<file path="config.mk">
export PLATFORM = sky130hd
export DESIGN_NAME = key_debounce
export DESIGN_NICKNAME = d
export VERILOG_FILES = /design/src/rtl/key_pkg.sv /design/src/rtl/sync_2ff.sv /design/src/rtl/key_debounce.sv
export SDC_FILE = /design/constraint.sdc
export NUM_CORES = 1
export LEC_CHECK = 0
export BUFFER_PORTS_ARGS = -buffer_cell sky130_fd_sc_hd__buf_4
export CAP_MARGIN = 25
export CELL_PAD_IN_SITES_DETAIL_PLACEMENT = 0
export CELL_PAD_IN_SITES_GLOBAL_PLACEMENT = 1
export CORE_MARGIN = 5
export CORE_UTILIZATION = 50
export DETAILED_ROUTE_END_ITERATION = 7
export PLACE_DENSITY = 0.88
export SLEW_MARGIN = 25
export SYNTH_ARGS = -nofsm -noshare
export SYNTH_HDL_FRONTEND = slang
export SYNTH_SLANG_ARGS = --single-unit
export TNS_END_PERCENT = 5
</file>
<file path="constraint.sdc">
create_clock -name clk -period 4.17 [get_ports clk]
set_clock_uncertainty 0.15 [all_clocks]
set_input_delay 0.417 -clock clk [delete_from_list [all_inputs] [get_ports clk]]
set_output_delay 0.417 -clock clk [all_outputs]
set_load 0.01 [all_outputs]
</file>
<file path="src/rtl/key_pkg.sv">
// Shared definitions for the key debouncer.
//   state_t                    : debounce FSM states
//   DEBOUNCE_CYCLES_50MHZ_20MS : 20 ms qualification window at a 50 MHz clock
package key_pkg;

  typedef enum logic [1:0] {
    IDLE         = 2'd0,  // stable released
    PRESS_WAIT   = 2'd1,  // qualifying a press
    PRESSED      = 2'd2,  // stable pressed
    RELEASE_WAIT = 2'd3   // qualifying a release
  } state_t;

  localparam int unsigned DEBOUNCE_CYCLES_50MHZ_20MS = 1_000_000;

endpackage

</file>
<file path="src/rtl/sync_2ff.sv">
// Two-flop synchronizer for a single asynchronous bit.
//   clk   : destination clock
//   rst_n : asynchronous active-low reset; both flops load RST_VAL
//   d     : asynchronous input
//   q     : synchronized output
module sync_2ff #(
  parameter logic RST_VAL = 1'b0
) (
  input  logic clk,
  input  logic rst_n,
  input  logic d,
  output logic q
);

  logic meta_reg;

  always_ff @(posedge clk or negedge rst_n) begin
    if (!rst_n) begin
      meta_reg <= RST_VAL;
      q        <= RST_VAL;
    end else begin
      meta_reg <= d;
      q        <= meta_reg;
    end
  end

endmodule

</file>
<file path="src/rtl/key_debounce.sv">
// Key debouncer: synchronizes a bouncing mechanical key, qualifies every
// level change over DEBOUNCE_CYCLES consecutive stable samples and emits a
// registered level plus single-cycle press/release pulses.
//   clk         : system clock, rising edge
//   rst_n       : asynchronous active-low reset
//   key_in      : raw key, asynchronous to clk
//   key_level   : debounced state, 1 = pressed (registered)
//   key_press   : one-cycle pulse on an accepted press (registered)
//   key_release : one-cycle pulse on an accepted release (registered)
module key_debounce
  import key_pkg::*;
#(
  parameter int unsigned DEBOUNCE_CYCLES = DEBOUNCE_CYCLES_50MHZ_20MS,
  parameter logic        KEY_ACTIVE      = 1'b1
) (
  input  logic clk,
  input  logic rst_n,
  input  logic key_in,
  output logic key_level,
  output logic key_press,
  output logic key_release
);

  localparam int CW = $clog2(DEBOUNCE_CYCLES);
  localparam logic [CW-1:0] CNT_MAX = CW'(DEBOUNCE_CYCLES - 1);

  logic          sync_q;
  logic          s;
  state_t        state_reg, state_next;
  logic [CW-1:0] cnt_reg, cnt_next;
  logic          level_next, press_next, release_next;

  // Synchronizer resets to the released raw level so reset never looks
  // like a held key.
  sync_2ff #(
    .RST_VAL(~KEY_ACTIVE)
  ) u_sync (
    .clk  (clk),
    .rst_n(rst_n),
    .d    (key_in),
    .q    (sync_q)
  );

  // Normalize polarity: s = 1 means pressed.
  assign s = (sync_q == KEY_ACTIVE);

  // State register, counter and output registers.
  always_ff @(posedge clk or negedge rst_n) begin
    if (!rst_n) begin
      state_reg   <= IDLE;
      cnt_reg     <= '0;
      key_level   <= 1'b0;
      key_press   <= 1'b0;
      key_release <= 1'b0;
    end else begin
      state_reg   <= state_next;
      cnt_reg     <= cnt_next;
      key_level   <= level_next;
      key_press   <= press_next;
      key_release <= release_next;
    end
  end

  // Next-state and counter logic. The counter restarts on every bounce and
  // stops at CNT_MAX, so it can never wrap.
  always_comb begin
    state_next = state_reg;
    cnt_next   = cnt_reg;
    case (state_reg)
      IDLE: begin
        if (s) begin
          state_next = PRESS_WAIT;
          cnt_next   = '0;
        end
      end
      PRESS_WAIT: begin
        if (!s) begin
          state_next = IDLE;
          cnt_next   = '0;
        end else if (cnt_reg == CNT_MAX) begin
          state_next = PRESSED;
          cnt_next   = '0;
        end else begin
          cnt_next = cnt_reg + CW'(1);
        end
      end
      PRESSED: begin
        if (!s) begin
          state_next = RELEASE_WAIT;
          cnt_next   = '0;
        end
      end
      RELEASE_WAIT: begin
        if (s) begin
          state_next = PRESSED;
          cnt_next   = '0;
        end else if (cnt_reg == CNT_MAX) begin
          state_next = IDLE;
          cnt_next   = '0;
        end else begin
          cnt_next = cnt_reg + CW'(1);
        end
      end
      default: begin
        state_next = IDLE;
        cnt_next   = '0;
      end
    endcase
  end

  // Output decode of the accepted transitions, captured into the output
  // registers on the same edge that commits the state change.
  always_comb begin
    press_next   = (state_reg == PRESS_WAIT)   &&  s && (cnt_reg == CNT_MAX);
    release_next = (state_reg == RELEASE_WAIT) && !s && (cnt_reg == CNT_MAX);
    level_next   = (state_next == PRESSED) || (state_next == RELEASE_WAIT);
  end

endmodule

</file>
# Word-level counts from Yosys, hierarchy flattened
# Cells that the tools add are included.
[totals] in_bits=3 ff_bits=27 out_inout_bits=3
[op_classes] reduce_logical=8 mux=13 eq_ne=8 n_addsub=1
[op_table] op="two-way mux 20 bit" n=5
[op_table] op="one-hot mux 20 bit (4 select lines)" n=1
[op_table] op="adder 20 x 1 -> 20 bit (second input constant)" n=1
[op_table] op="== test 20 bit (second input constant)" n=1
[op_table] op="two-way mux 2 bit" n=6
[op_table] op="== test 2 bit (second input constant)" n=4
[op_table] op="one-hot mux 2 bit (4 select lines)" n=1
[op_table] op="logical AND 1 bit" n=4
[op_table] op="== test 2 x 1 -> 1 bit (second input constant)" n=1
[op_table] op="logical NOT 2 bit" n=1
[op_table] op="inequality test 2 x 1 -> 1 bit (second input constant)" n=1
[op_table] op="inequality test 2 bit (second input constant)" n=1
[op_table] op="AND reduction 2 bit" n=1
[op_table] op="logical NOT 1 bit" n=1
[op_table] op="logical OR 1 bit" n=1

# Longest topological paths before layout
# Gate-level depths: netlist (run 1).
[depth] depth_word=6 ltp_mapped=7 mapped_depth_nobuf=6

# Cells and area by module
# From an unflattened synthesis (run 1), not the netlist that was laid out.
[unflattened] cells_unflattened=140 hier_area_um2=1412.6
[modules_own_cells] mod="key_debounce" seq_area_each_um2=625.6 n_inst=1 area_each_um2=1362.6 cells_each=138
[modules_own_cells] mod="sync_2ff" seq_area_each_um2=50.0 n_inst=1 area_each_um2=50.0 cells_each=2

# Worst setup path before layout (run 1)
# OpenSTA, ideal clock, no wires.
[synth_timing] kind="flip-flop to flip-flop" start="register cnt_reg[0]" end="register cnt_reg[4]" required_ns=3.899 t_arrival_ns=1.724 stages_incl_launch_ff=8 path_buffers=1 setup_slack_ns=2.175 cell_sequence="dfrtp_1 > ha_1 > and4_2 > nand3b_2 > o31a_4 > buf_6 > a21o_1 > a22o_1"
[synth_between] elab_chain_len=4 word_cells_on_any_way=6
[synth_rtl] item="start: declaration" line="key_debounce.sv:30" source="logic [CW-1:0] cnt_reg, cnt_next;"
[synth_rtl] item="start signal: assignment" line="key_debounce.sv:57" source="cnt_reg <= cnt_next;"
[synth_rtl] item="adder 20 x 1 -> 20 bit or == test 20 bit (tied branches)"
[synth_rtl] item="two-way mux 20 bit *" line="key_debounce.sv:80, key_debounce.sv:97"
[synth_rtl] item="two-way mux 20 bit (on tied branches)" line="key_debounce.sv:94, key_debounce.sv:77"
[synth_rtl] item="one-hot mux 20 bit (4 select lines) *" line="key_debounce.sv:69" source="case (state_reg)"
# Mark *: on every way between the ends. The rest lies on a longest branch, timed or not.
# A chain may end at the register's enable or synchronous reset.

# Worst setup path in the final report (run 1)
# Ends and elaborated chain as after synthesis.

==> flow_summary.toml, run 1 <==
[run_status]
outcome = "finished clean"

[die]
die_w_um = 62.6
die_y_um = 62.6
die-area_mm2 = 0.00391
row_count = 19
core_area_mm2 = 0.00271
initial_core_util = 0.510
io_pins = 6

[synthesis]
synth_top_area_share = 0.489
ys_ff_latch = 27
yosys.area.top_type = "dfrtp_1"
synthArstFlopShare = 1.00
postSynthNetCount = 144
synth_area_mm2 = 0.00138
postSynthAreaPerCell_um2 = 9.87
syn_inst = 140
synth-edff-count = 0
yosysWarnings = 0
synth_cell_type_count = 36
synth-main-ff-cell = "dfrtp_1"
netlist_top_cells_area = "dfrtp_1, a31oi_1, nand2_1"
synth-seq-area-share = 0.489

[place]
io_buffers = 5
dp_slack_ps = 2050
hpwl_um = 1780
gp_congestion = 0.768

[critical_path]
path_max_fanout = 33
critical_path_arrival_ps = 2240
start_kind = "register"
reg2reg_from = "cnt_reg[0]"
crit_start = "cnt_reg[0]"
cp-end-kind = "register"
critPathMaxStageDelay_ps = 490
path_cells = "ha_1 > and4_2 > nand3b_2 > o31a_4 > a21o_1 > a22o_1"
worstSetupPathType = "reg -> reg"
cp_slowest_cell = "o31a_4"
crit_family = "compound AO/OA/AOI/OAI gates"
path_buf_inv = 0
required_ps = 4270

[sta]
fmax_mhz = 467
relSlewSlack = 0.538
finalSetupTns_ps = 0
maxSlewViolCount = 0
rsz0062_at_grt = "false"
final_hold_viol_count = 0
fin_ws_ps = 2030
setup_viol = 0
hold_ws_ps = 233
tightest_slew_ps = 690
min_period_ps = 2140
fin_crit_sh = 0.514

[worst_hold_path]
worstHoldStart = "u_sync.meta_reg"
hold_path.class = "reg -> reg"

[run]
cap_viol_max_count = 0

[grt]
antenna_found_initial = 0
grt_pass1_wl_um = 4710
track_usage = 0.148
grt_max_degree = 34
grt_pass1_vias = 1067
grt_overflow = 0

[layout]
largest_reg_flops = 20
fin_nets = 152
final_common_cell = "dfrtp_1"
fin_util = 0.548
num_antenna_cells = 0
drive_above_1_share = 0.136
mostFrequentLayoutCells = "dfrtp_1, nand2_1, a31oi_1"
fill_cells = 254
area_delta_synth_final_pct = 7.43

[clocking]
cts_root_buffer = "clkbuf_4"
cts_num_sinks = 27
clk_pin_slew_ps = 160
clkLatencyLatePin_ps = 330
cts_buffers = 3
clock_path_buffers = 2
htree_levels = 1
cts_resized = 0
cts_tree = "yes"

[drt]
drc_errors = 0
dr_total_vias = 1067
first_iter_violations = 27
drt-total-wl_um = 2600
wire_per_inst_um = 14.6
avgViaCountPerCell = 5.99
drtPass1Iterations = 4
ant_nets = 0

[power_and_ir_drop]
ir_drop_v = 0.000219
powerDensity_mw_per_mm2 = 280
leakage_nw = 0.633
power_mw = 0.416
[power by group]
| part | total, mW | internal [mW] | switching (mW) |
|---|---|---|---|
| sequential | 0.268 | 0.265 | 0.00300 |
| clock | 0.121 | 0.0392 | 0.0817 |
| combinational | 0.0266 | 0.00968 | 0.0169 |
[what timing repair did]
action                    in CTS  in global routing
hold buffers                   1                  1
buffers inserted               0                  0
hold endpoints to repair      27                  1
[worst paths after layout]
kind,to,depth (start not counted),slack [ps]
worst max-delay path,cnt_reg[4],6,2030
worst min-delay path,u_sync.q,0,230
worst max register to register,cnt_reg[4],6,2030
worst min register to register,u_sync.q,0,230
max in group asynchronous,cnt_reg[13],2,3260
min in group asynchronous,key_press,2,350
[cells in the mapped netlist, types with 2 or more instances]
master	n
nand3_1	8
mux2_2	3
a31oi_1	12
a21oi_1	10
a41oi_1	2
and3_1	2
nor2_1	9
nor4_1	2
nand2_1	18
nor3b_1	2
nand2b_1	3
and4_1	2
xor2_1	2
buf_2	2
mux2i_1	3
and2_1	2
inv_1	3
nor3_1	2
a22o_1	4
dfrtp_1	27
nand4_1	3
o21ai_0	5
[cells by family after synthesis]
logic type,count (synthesis),synth area share
and+or+nand+nor,59,0.231
AOI/OAI and AO/OA,37,0.179
DFF,27,0.489
buffers and inverters,7,0.0263
muxes,6,0.0462
xor gates and xnor gates,3,0.0190
adders and majority gates,1,0.00906
[area by class of cell]
cell class / count / area [um2] / area share
clock buffers: 3 / 22.5 / 0.0152
inverters: 3 / 11.3 / 0.00759
well taps: 31 / 38.8 / 0.0261
flip-flops and latches: 27 / 676 / 0.455
clock inverters: 1 / 8.76 / 0.00590
repair buffers: 7 / 57.6 / 0.0388
multi-input cells: 106 / 669 / 0.451
[worst register-to-register path: cells and delay by family (launching register included)]
family                     cells  cell delay [ps]
AOI/OAI and AO/OA              3              870
adders and majority gates      1              240
DFF                            1              420
and+or+nand+nor                2              370
[layer usage]
metal  track usage  vias up  part of all wire
li1              -      539                 -
met1         0.189      504              0.47
met2         0.241       18              0.49
met3        0.0216        6             0.022
met4        0.0769        0             0.020
met5             0        -                 0
[through the flow]
step           instance area [um2]  instances
6_report                      1480        178
5_1_grt                       1480        178
4_1_cts                       1470        177
3_5_place_dp                  1430        172
3_3_place_gp                  1430        172
2_1_floorplan                 1380        140
(Power assumes the default switching activity.)
==> inputs of run 2 (changes only) <==
--- a/config.mk
+++ b/config.mk
@@ -10,9 +10,9 @@
 export CELL_PAD_IN_SITES_DETAIL_PLACEMENT = 0
 export CELL_PAD_IN_SITES_GLOBAL_PLACEMENT = 1
 export CORE_MARGIN = 5
-export CORE_UTILIZATION = 50
+export CORE_UTILIZATION = 47
 export DETAILED_ROUTE_END_ITERATION = 7
-export PLACE_DENSITY = 0.88
+export PLACE_DENSITY = 0.84
 export SLEW_MARGIN = 25
 export SYNTH_ARGS = -nofsm -noshare
 export SYNTH_HDL_FRONTEND = slang
==> constraint.sdc (replaced) <==
create_clock -name clk -period 2.2 [get_ports clk]
set_clock_uncertainty 0.15 [all_clocks]
set_input_delay 0.22 -clock clk [delete_from_list [all_inputs] [get_ports clk]]
set_output_delay 0.22 -clock clk [all_outputs]
set_load 0.01 [all_outputs]
==> run 2 against run 1 <==
Compared with the run above:
- hold slack worse by 59 ps
- sequential power grew 90%
- combinational power up 100%
- final area increased by 0.34%
- register-to-register slack lost 1900 ps
- critical endpoint is now cnt_reg[18]
- utilization is 1.2 points lower
- clock power is 69% higher
- routed wire length grew 2.7%
- critical path type unchanged
- largest cell class unchanged
- global-route usage down 0.56 points
- sequential cell count did not move
- final cell count increased by 0.56%
==> flow_summary.toml, run 2 (synthesis gave the netlist of run 1 again) <==
[drt]
wire_per_inst_um = 14.9
wl_met3_um = 70
top_layer_used = "met4"
avgViaCountPerCell = 5.93
drt-total-wl_um = 2670
first_iter_violations = 66
dr_total_vias = 1062
ant_nets = 0
drc_errors = 0
drtPass1Iterations = 4
met1_length_um = 1250
dr_wl_met2_um = 1330

[clocking]
cts_root_buffer = "clkbuf_4"
clk_pin_slew_ps = 140
post_cts_buffers = 0
clkLatencyLatePin_ps = 320
cts_num_sinks = 27
cts_buffers = 3
clock_path_buffers = 2
htree_levels = 1
cts_tree = "yes"

[die]
io_pins = 6
initial_core_util = 0.497
die_w_um = 64.2
row_count = 19
core_area_mm2 = 0.00278
die_y_um = 64.2
die-area_mm2 = 0.00412

[power_and_ir_drop]
ir_drop_v = 0.000432
leakage_nw = 0.632
powerDensity_mw_per_mm2 = 515

[sta]
setup_viol = 0
rsz0062_at_grt = "false"
relSlewSlack = 0.706
hold_ws_ps = 174
fmax_mhz = 478
maxSlewViolCount = 0
finalSetupTns_ps = 0
final_hold_viol_count = 0
tightest_slew_ps = 436
fin_crit_sh = 0.951
min_period_ps = 2090

[place]
gp_congestion = 0.769
io_buffers = 5
hpwl_um = 1850

[critical_path]
required_ps = 2280
worstSetupPathType = "reg -> reg"
critical_path_arrival_ps = 2170
path_max_fanout = 5
reg2reg_depth = 6
start_kind = "register"
cp-end-kind = "register"

[layout]
fin_nets = 153
final_common_cell = "dfrtp_1"
num_antenna_cells = 0
area_delta_synth_final_pct = 7.79
drive_above_1_share = 0.142
largest_reg_flops = 20
mostFrequentLayoutCells = "dfrtp_1, nand2_1, a31oi_1"
fin_util = 0.535

[grt]
grt_max_degree = 34
antenna_found_initial = 0
track_usage = 0.142
grt_pass1_vias = 1066
grt_pass1_wl_um = 4800
grt_overflow = 0

[worst_hold_path]
hold_path.class = "in -> async"

[run_status]
outcome = "finished clean"

[run]
cap_viol_max_count = 0
[run 2: cell types whose count changed in the layout (fill, tap and decap cells not counted), sizes merged]
cell    before  now
buf          5    6
clkbuf       3    4
inv          4    3
[run 2: layout make-up]
type                    instances  area, um2
repair buffers                  8       65.1
clock buffers                   4       26.3
inverters                       3       11.3
multi-input cells             106        672
fillers                       265       1290
well taps                      31       38.8
flip-flops and latches         27        676
[run 2: worst paths after layout]
check | slack (ps) | from | to
max | 110 | cnt_reg[0] | cnt_reg[18]
min | 170 | rst_n | cnt_reg[11]
max reg2reg | 110 | cnt_reg[0] | cnt_reg[18]
min reg2reg | 210 | u_sync.meta_reg | u_sync.q
max in group asynchronous | 1470 | rst_n | cnt_reg[19]
min in group clk | 210 | u_sync.meta_reg | u_sync.q
[run 2: timing repair]
| item | in CTS | in global routing |
|---|---|---|
| endpoints found under the hold margin | 28 | 0 |
| resized for setup | 0 | 1 |
| hold buffers | 2 | 0 |
| endpoints found under the setup margin | 0 | 3 |
[run 2: power by group]
part / internal, mW / total (mW) / switching [mW]
clock: 0.0709 / 0.204 / 0.134
combinational: 0.0201 / 0.0537 / 0.0336
sequential: 0.502 / 0.508 / 0.00609
total: 0.593 / 0.767 / 0.173
[run 2: metrics by stage]
stage          worst slack (ps)  instances  cell area, um2  total power, mW
2_1_floorplan               205        140            1380            0.549
3_3_place_gp                142        173            1440            0.566
3_5_place_dp               60.5        173            1440            0.569
4_1_cts                    68.0        179            1490            0.782
5_1_grt                    2.21        179            1490            0.815
6_report                    108        179            1490            0.767
[run 2: per-layer routing]
layer / up-vias / global-route usage
met2: 10 / 0.239
met5: - / 0
met4: 0 / 0.0382
li1: 535 / -
met3: 4 / 0.0368
met1: 513 / 0.182
[run 2: worst max-delay path, stage by stage (launching register included)]
cell and delay, ps:
dfrtp_1 420, ha_2 240, nand4_1 180, or4b_4 620
nor3_2 140, xor2_1 80, a22o_1 180
